### src/rtl/apb_pkg.sv
// apb_pkg
// Shared definitions for the APB master and the peripherals hanging off it.
//   apb_state_e : master FSM states (IDLE, SETUP, ACCESS)
//   APB_ADDR_W  : default PADDR width (32-word register files)
//   APB_DATA_W  : default PWDATA/PRDATA width
//   apb_req_t   : packed {write, addr, wdata} command, shared with the
//                 bus decoder and future slaves
package apb_pkg;

    localparam int APB_ADDR_W = 5;
    localparam int APB_DATA_W = 32;

    typedef enum logic [1:0] {
        IDLE   = 2'd0,
        SETUP  = 2'd1,
        ACCESS = 2'd2
    } apb_state_e;

    typedef struct packed {
        logic                  write;
        logic [APB_ADDR_W-1:0] addr;
        logic [APB_DATA_W-1:0] wdata;
    } apb_req_t;

endpackage

### src/rtl/apb_watchdog.sv
// apb_watchdog
// Counts ACCESS-phase wait cycles so a slave that never raises PREADY
// cannot hang the bus.
//   clk, rst_n : clock and synchronous active-low reset
//   clear      : zero the count (asserted during SETUP)
//   enable     : count one more wait cycle (ACCESS with PREADY low)
//   expire     : count has reached TIMEOUT-1; the master aborts on this cycle
module apb_watchdog #(
    parameter int TIMEOUT = 16
) (
    input  logic clk,
    input  logic rst_n,
    input  logic clear,
    input  logic enable,
    output logic expire
);

    localparam int CNT_W = $clog2(TIMEOUT + 1);

    logic [CNT_W-1:0] count;

    assign expire = (count == CNT_W'(TIMEOUT - 1));

    // NOTE: sequential state is always assigned with <= so every register
    // samples pre-edge values regardless of statement order.
    always_ff @(posedge clk) begin
        if (!rst_n) begin
            count <= '0;
        end else if (clear) begin
            count <= '0;
        end else if (enable && !expire) begin
            // The abort fires at TIMEOUT-1, so holding here never matters
            // functionally; it just guarantees the counter cannot wrap.
            count <= count + 1'b1;
        end
    end

endmodule

### src/rtl/apb_master.sv
// apb_master
// Single-requester APB master: takes one valid/ready command at a time,
// runs SETUP then ACCESS, honours PREADY wait states, and returns a
// one-cycle response with read data or a watchdog timeout flag.
//   PCLK, PRESETn                : bus clock, synchronous active-low reset
//   req_valid/req_ready          : command handshake (ready only in IDLE)
//   req_write/req_addr/req_wdata : command payload
//   rsp_valid/rsp_rdata/rsp_timeout : one-cycle completion
//   PSEL/PENABLE/PWRITE/PADDR/PWDATA : APB outputs (all registered)
//   PRDATA/PREADY                : APB inputs, only looked at in ACCESS
module apb_master
    import apb_pkg::*;
#(
    parameter int ADDR_W  = APB_ADDR_W,
    parameter int DATA_W  = APB_DATA_W,
    parameter int TIMEOUT = 16
) (
    input  logic              PCLK,
    input  logic              PRESETn,
    input  logic              req_valid,
    output logic              req_ready,
    input  logic              req_write,
    input  logic [ADDR_W-1:0] req_addr,
    input  logic [DATA_W-1:0] req_wdata,
    output logic              rsp_valid,
    output logic [DATA_W-1:0] rsp_rdata,
    output logic              rsp_timeout,
    output logic              PSEL,
    output logic              PENABLE,
    output logic              PWRITE,
    output logic [ADDR_W-1:0] PADDR,
    output logic [DATA_W-1:0] PWDATA,
    input  logic [DATA_W-1:0] PRDATA,
    input  logic              PREADY
);

    apb_state_e state;
    logic       wd_clear;
    logic       wd_enable;
    logic       wd_expire;

    // req_ready is gated by PRESETn combinationally so the requester sees
    // "not ready" for the whole reset cycle, not one cycle late.
    assign req_ready = PRESETn && (state == IDLE);

    assign wd_clear  = (state == SETUP);
    assign wd_enable = (state == ACCESS) && !PREADY;

    apb_watchdog #(
        .TIMEOUT (TIMEOUT)
    ) u_watchdog (
        .clk    (PCLK),
        .rst_n  (PRESETn),
        .clear  (wd_clear),
        .enable (wd_enable),
        .expire (wd_expire)
    );

    always_ff @(posedge PCLK) begin
        if (!PRESETn) begin
            state       <= IDLE;
            PSEL        <= 1'b0;
            PENABLE     <= 1'b0;
            PWRITE      <= 1'b0;
            PADDR       <= '0;
            PWDATA      <= '0;
            rsp_valid   <= 1'b0;
            rsp_timeout <= 1'b0;
            rsp_rdata   <= '0;
        end else begin
            // Response flags are pulses; rsp_rdata holds its last value.
            rsp_valid   <= 1'b0;
            rsp_timeout <= 1'b0;
            case (state)
                IDLE: begin
                    if (req_valid) begin
                        // The only place the bus payload is loaded, which
                        // keeps it stable across SETUP and every ACCESS cycle.
                        PWRITE <= req_write;
                        PADDR  <= req_addr;
                        PWDATA <= req_wdata;
                        PSEL   <= 1'b1;
                        state  <= SETUP;
                    end
                end
                SETUP: begin
                    PENABLE <= 1'b1;
                    state   <= ACCESS;
                end
                ACCESS: begin
                    if (PREADY) begin
                        rsp_rdata <= PWRITE ? '0 : PRDATA;
                        rsp_valid <= 1'b1;
                        PSEL      <= 1'b0;
                        PENABLE   <= 1'b0;
                        state     <= IDLE;
                    end else if (wd_expire) begin
                        rsp_rdata   <= '0;
                        rsp_valid   <= 1'b1;
                        rsp_timeout <= 1'b1;
                        PSEL        <= 1'b0;
                        PENABLE     <= 1'b0;
                        state       <= IDLE;
                    end
                end
                default: begin
                    PSEL    <= 1'b0;
                    PENABLE <= 1'b0;
                    state   <= IDLE;
                end
            endcase
        end
    end

endmodule
### config.mk
export PLATFORM = sky130hd
export DESIGN_NAME = apb_master
export DESIGN_NICKNAME = d
export VERILOG_FILES = /design/src/rtl/apb_pkg.sv /design/src/rtl/apb_watchdog.sv /design/src/rtl/apb_master.sv
export SDC_FILE = /design/constraint.sdc
export NUM_CORES = 1
export LEC_CHECK = 0
export ABC_AREA = 1
export CAP_MARGIN = 10
export CORE_MARGIN = 1
export CORE_UTILIZATION = 36
export CTS_BUF_LIST = sky130_fd_sc_hd__clkbuf_16
export CTS_CLUSTER_DIAMETER = 150
export DETAILED_ROUTE_END_ITERATION = 6
export PLACE_DENSITY_LB_ADDON = 0.08
export SYNTH_ARGS = -nofsm -noshare
export SYNTH_HDL_FRONTEND = slang
export SYNTH_SLANG_ARGS = --single-unit
### constraint.sdc
create_clock -name PCLK -period 1.5 [get_ports PCLK]
set_input_delay 0.375 -clock PCLK [delete_from_list [all_inputs] [get_ports PCLK]]
set_output_delay 0.375 -clock PCLK [all_outputs]
set_load 0.1 [all_outputs]
[Yosys cells after proc, flatten, opt, wreduce, memory -nomap -nowiden]
Cells that the tools add are included.
Word-level totals
  memories: 0
  memory bits (writable): 0
  latch bits: 0
  input port bits: 74
  output and inout port bits: 75
  memory bits (read-only): 0
  register bits after elaboration: 81
  logic and storage cells: 49
Operators by class
  multiply operators: 0
  shift-type cells: 0
  bitwise operators: 4
  eq/ne operators: 5
  mux-type cells: 14
  add/subtract/negate cells: 1
  divide/modulo/power cells: 0
  $lt $le $gt $ge: 0
  reduce and logical (&&, ||, !) cells: 15
Operators by type and width (number)
  $mux 32: 3
  $reduce_and 2->1: 5
  $mux 2: 3
  $pmux 1 s3: 2
  $pmux 2 s3: 1
  $add 5x1->5 const B: 1
  $eq 5x4->1 const B: 1
  $mux 1: 5
  $not 1->1: 4
  $logic_and 1x1->1: 3
  $ne 3x2->1 const B: 1
  $reduce_and 3->1: 1
  $reduce_or 3->1: 1
  $eq 2x1->1 const B: 1
  $eq 2x2->1 const B: 1
  $logic_not 1->1: 2
  $logic_not 2->1: 1
  $ne 2x2->1 const B: 1
  $reduce_bool 2->1: 1
  $reduce_or 2->1: 1

[Longest topological paths before layout]
  word-level depth: 4
  gate-level depth with buffers: 10
  gate-level depth less buffers: 9

[Cells and area by module]
Synthesis repeated with hierarchy kept, for this count alone.
Unflattened totals
  cell total of the unflattened synthesis: 388
  area total of the unflattened synthesis: 3251.9 µm²
Modules (own cells, without submodules)
  apb_master: cells an instance 351, sequential area each 1521.5 µm², times used 1, area an instance 2985.4 µm²
  apb_watchdog: cells an instance 37, sequential area each 100.1 µm², times used 1, area an instance 266.5 µm²

[Worst setup path before layout]
OpenSTA, ideal clock, no wires.
  path type: input port to output port
  from: in PRESETn
  to: out req_ready
  stages on the path: 3
  path buffers: 1
  data required time: 1.125 ns
  slack: -0.792 ns
  arrival: 1.917 ns
  cell sequence: buf_2 inv_1 nor2_1
Between the ends
  cells in the longest elaborated chain, start to end: 1
Ends and longest elaborated chain
  start: declaration: RTL line apb_master.sv:19  | input logic PRESETn,
  $logic_and 1x1->1: RTL line apb_master.sv:44  | assign req_ready = PRESETn && (state == IDLE);
  end: declaration: RTL line apb_master.sv:21  | output logic req_ready,
No other way between the ends.

[Worst setup path in the final report]
  from: reg u_watchdog.count[0]
  to: reg rsp_rdata[18]
Between the ends
  cells in the longest elaborated chain, start to end: 3
Ends and longest elaborated chain
  start: declaration: RTL line apb_watchdog.sv:20  | logic [CNT_W-1:0] count;
  start signal: assignment: RTL line apb_watchdog.sv:34  | count <= count + 1'b1;
  $eq 5x4->1: RTL line apb_watchdog.sv:22  | assign expire = (count == CNT_W'(TIMEOUT - 1));
  net u_watchdog.expire: RTL line apb_watchdog.sv:15  | output logic expire
  $reduce_bool 2->1 (no source line)
  $reduce_and 2->1 (no source line)
  end signal: assignment: RTL line apb_master.sv:92  | rsp_rdata <= PWRITE ? '0 : PRDATA;
  end: declaration: RTL line apb_master.sv:26  | output logic [DATA_W-1:0] rsp_rdata,
The timed path passes the listed nets, and every way through them passes these cells.
A chain may end at the register's enable or synchronous reset.

==> results.sh <==
export IMPL_htree_levels=3
export IMPL_mostFrequentLayoutCell="nor2_1"
export IMPL_violations="negative setup slack"
export IMPL_numClockSinks=81
export IMPL_grt_overflow_total=0
export IMPL_worst_slack_ns=-0.0814
export IMPL_max_cap_violations=0
export IMPL_cts_buffers=9
export IMPL_dp_hpwl_um=6140
export IMPL_netlist_instances=376
export IMPL_synth_seq_area_share=0.538
export IMPL_fmax_mhz=632
export IMPL_synth_cell_type_count=21
export IMPL_peakVddDrop_v=0.000658
export IMPL_most_common_layout_cells="83 x nor2_1, 81 x buf_12, 76 x dfxtp_1"
export IMPL_tightest_slew_ns=0.252
export IMPL_reg2reg_slack_ns=-0.08
export IMPL_io_pins=149
export IMPL_drtAntennaViolNets=0
export IMPL_drive_gt1_frac=0.292
export IMPL_grt_max_degree=53
export IMPL_clockRootBuffer="clkbuf_16"
export IMPL_worstSetupPathType="reg -> reg"
export IMPL_ctsHoldBuffers=0
export IMPL_viasPerCell=4.84
export IMPL_timing_rr_end="rsp_rdata[18]"
export IMPL_slew_viol_final=0
export IMPL_r2r_start="u_watchdog.count[0]"
export IMPL_yosysTopAreaCell="dfxtp_1"
export IMPL_drtIter0Drc=100
export IMPL_cp_arrival_ns=1.83
export IMPL_synth_area_um2=3020
export IMPL_multiInputGateArea_um2=1300
export IMPL_setup_viol=33
export IMPL_timing_final_crit_share=1.05
export IMPL_fp_dieW_um=93.5
export IMPL_cp_slowest_cell="dfxtp_2"
export IMPL_worstSkewPairLatency_ns=0.32
export IMPL_critical_path_cell_chain="ha_4 > nand2_4 > nor2_4 > ha_2 > inv_2 > nand2_4 > nand3_4 > buf_6 > o21ai_1"
export IMPL_leakagePower_nw=2.41
export IMPL_fin_crit_ns=1.58
export IMPL_diodes=0
export IMPL_avgSynthCellArea_um2=8.02
export IMPL_wire_per_inst_um=14.8
export IMPL_gp_congestion=0.746
export IMPL_die_y_um=93.5
export IMPL_rows=33
export IMPL_reg2regPathDepth=9
export IMPL_initial_core_util=0.369
export IMPL_critPathCapture="rsp_rdata[18]"
export IMPL_total_power_mw=6.35
export IMPL_totalWireLength_um=9530
export IMPL_ff_latch_area_um2=1630
export IMPL_rsz0062_at_grt="true"
export IMPL_drc=0
export IMPL_die_area_um2=8750
export IMPL_synth_fp_nets=452
export IMPL_finClkSkew_ns=0.00582
export IMPL_critPathMaxStageDelay_ns=0.35
export IMPL_fin_nets=609
export IMPL_synth_seq_cells=81
export IMPL_crit_path_frequent_cell="nand2_4"
export IMPL_synth_area_leaders="dfxtp_1 54%, nor2_1 11%, o21ai_0 6.6%, nand3_1 6.0%, nand2_1 5.4%"
export IMPL_cp_required_ns=1.75
export IMPL_grt_antenna_before_repair=0
export IMPL_hold_class="reg -> reg"
export IMPL_power_density_nw_per_um2=1060
export IMPL_maxSlewHeadroom=0.832
export IMPL_gr_usage_all_layers=0.205
export IMPL_cp_end_kind="flip-flop"
export IMPL_final_setup_tns_ns=-1.75
export IMPL_cts_buffer_depth=2
export IMPL_port_buffers=148
export IMPL_syn_to_final_growth_pct=98.4
export IMPL_num_vias=3105
export IMPL_grt_pass1_vias=2894
export IMPL_hold_viol=0
export IMPL_fillers=623
export IMPL_startpoint_type="flip-flop"
export IMPL_grt_pass1_wl_um=14000
export IMPL_yosys_warnings=0
export IMPL_status="complete, but fails checks"
export IMPL_core_um2=8180
export IMPL_first_pass_iters=4
export IMPL_netlist_area_leader_share=0.538
export IMPL_critPathMaxFanout=8
export IMPL_startpoint="u_watchdog.count[0]"
export IMPL_cts_tree="built"
export IMPL_clkTransAtPathRegs_ns=0.06
## layer usage
| metal | track usage | up-vias | routed length [µm] |
|---|---|---|---|
| li1 | - | 1539 | - |
| met1 | 0.244 | 1457 | 3880 |
| met2 | 0.351 | 98 | 4920 |
| met3 | 0.0528 | 11 | 581 |
| met4 | 0.0821 | 0 | 150 |
| met5 | 0 | - | 0 |
## registers in the layout, indices dropped and copies added, names as in the netlist, 2 cells and up
signal / count
PADDR: 5
PWDATA: 32
state: 2
u_watchdog.count: 5
rsp_rdata: 32
## report_power, final
group | switching, mW | leakage [nW] | total [mW] | internal, mW
clock network | 0.843 | 0.135 | 2.11 | 1.27
logic | 1.13 | 1.61 | 1.85 | 0.726
registers | 0.118 | 0.665 | 2.38 | 2.26
total | 2.09 | 2.41 | 6.35 | 4.26
## repair_timing
item,CTS,global route
resized for setup,10,31
buffers inserted,1,1
pin swaps,1,4
setup endpoints to repair,38,41
cloned,0,7
## critical path, delay by kind of cell, from the launching register on
family / cells / cell delay, ns
flops: 1 / 0.35
simple gates: 4 / 0.43
compound gates: 1 / 0.13
fa+ha+maj: 2 / 0.34
buf+inv: 2 / 0.26
## worst min-delay path by stage
stage	from	end	slack, ns	cells past startpoint
3_5_place_dp	u_watchdog.count[4]	u_watchdog.count[4]	0.46	2
3_3_place_gp	u_watchdog.count[4]	u_watchdog.count[4]	0.44	2
5_1_grt	u_watchdog.count[3]	u_watchdog.count[3]	0.48	2
6_report	u_watchdog.count[3]	u_watchdog.count[3]	0.47	2
2_1_floorplan	u_watchdog.count[4]	u_watchdog.count[4]	0.43	2
4_1_cts	u_watchdog.count[4]	u_watchdog.count[4]	0.47	2
## metrics by stage
| stage | setup WS [ns] | instances | hold WS [ns] | cell area (µm²) | utilization |
|---|---|---|---|---|---|
| final | -0.0814 | 642 | 0.467 | 5980 | 0.732 |
| after global routing | -0.155 | 642 | 0.482 | 5980 | 0.732 |
| after CTS | -0.0412 | 634 | 0.468 | 5710 | 0.699 |
| after detailed placement | -0.134 | 618 | 0.459 | 5400 | 0.661 |
| after global placement | -0.0819 | 618 | 0.444 | 5400 | 0.661 |
| after floorplan | -0.0404 | 376 | 0.435 | 3020 | - |
## synthesized netlist by cell type (all sizes together)
| master | number |
|---|---|
| inv | 17 |
| nor2 | 88 |
| ha | 2 |
| clkbuf | 7 |
| nand2 | 45 |
| nand3 | 37 |
| a21oi | 6 |
| nor4 | 1 |
| dfxtp | 81 |
| o21ai | 73 |
| buf | 18 |
| a211oi | 1 |
## logic make-up (layout without fill, tap and decap cells)
| kind of cell | count (synthesis) | in the layout | share of synthesized area |
|---|---|---|---|
| flops | 81 | 81 | 0.538 |
| buf+inv | 42 | 203 | 0.0751 |
| compound gates | 80 | 80 | 0.142 |
| simple gates | 171 | 171 | 0.237 |
| fa+ha+maj | 2 | 2 | 0.00830 |
## cell type report
cell class	instances	area share
Clock buffer	9	0.0376
Multi-Input combinational cell	253	0.217
Tap cell	105	0.0220
Inverter	17	0.0107
Timing Repair Buffer	171	0.430
Sequential cell	81	0.272
Clock inverter	6	0.0102
(Power assumes the default switching activity.)
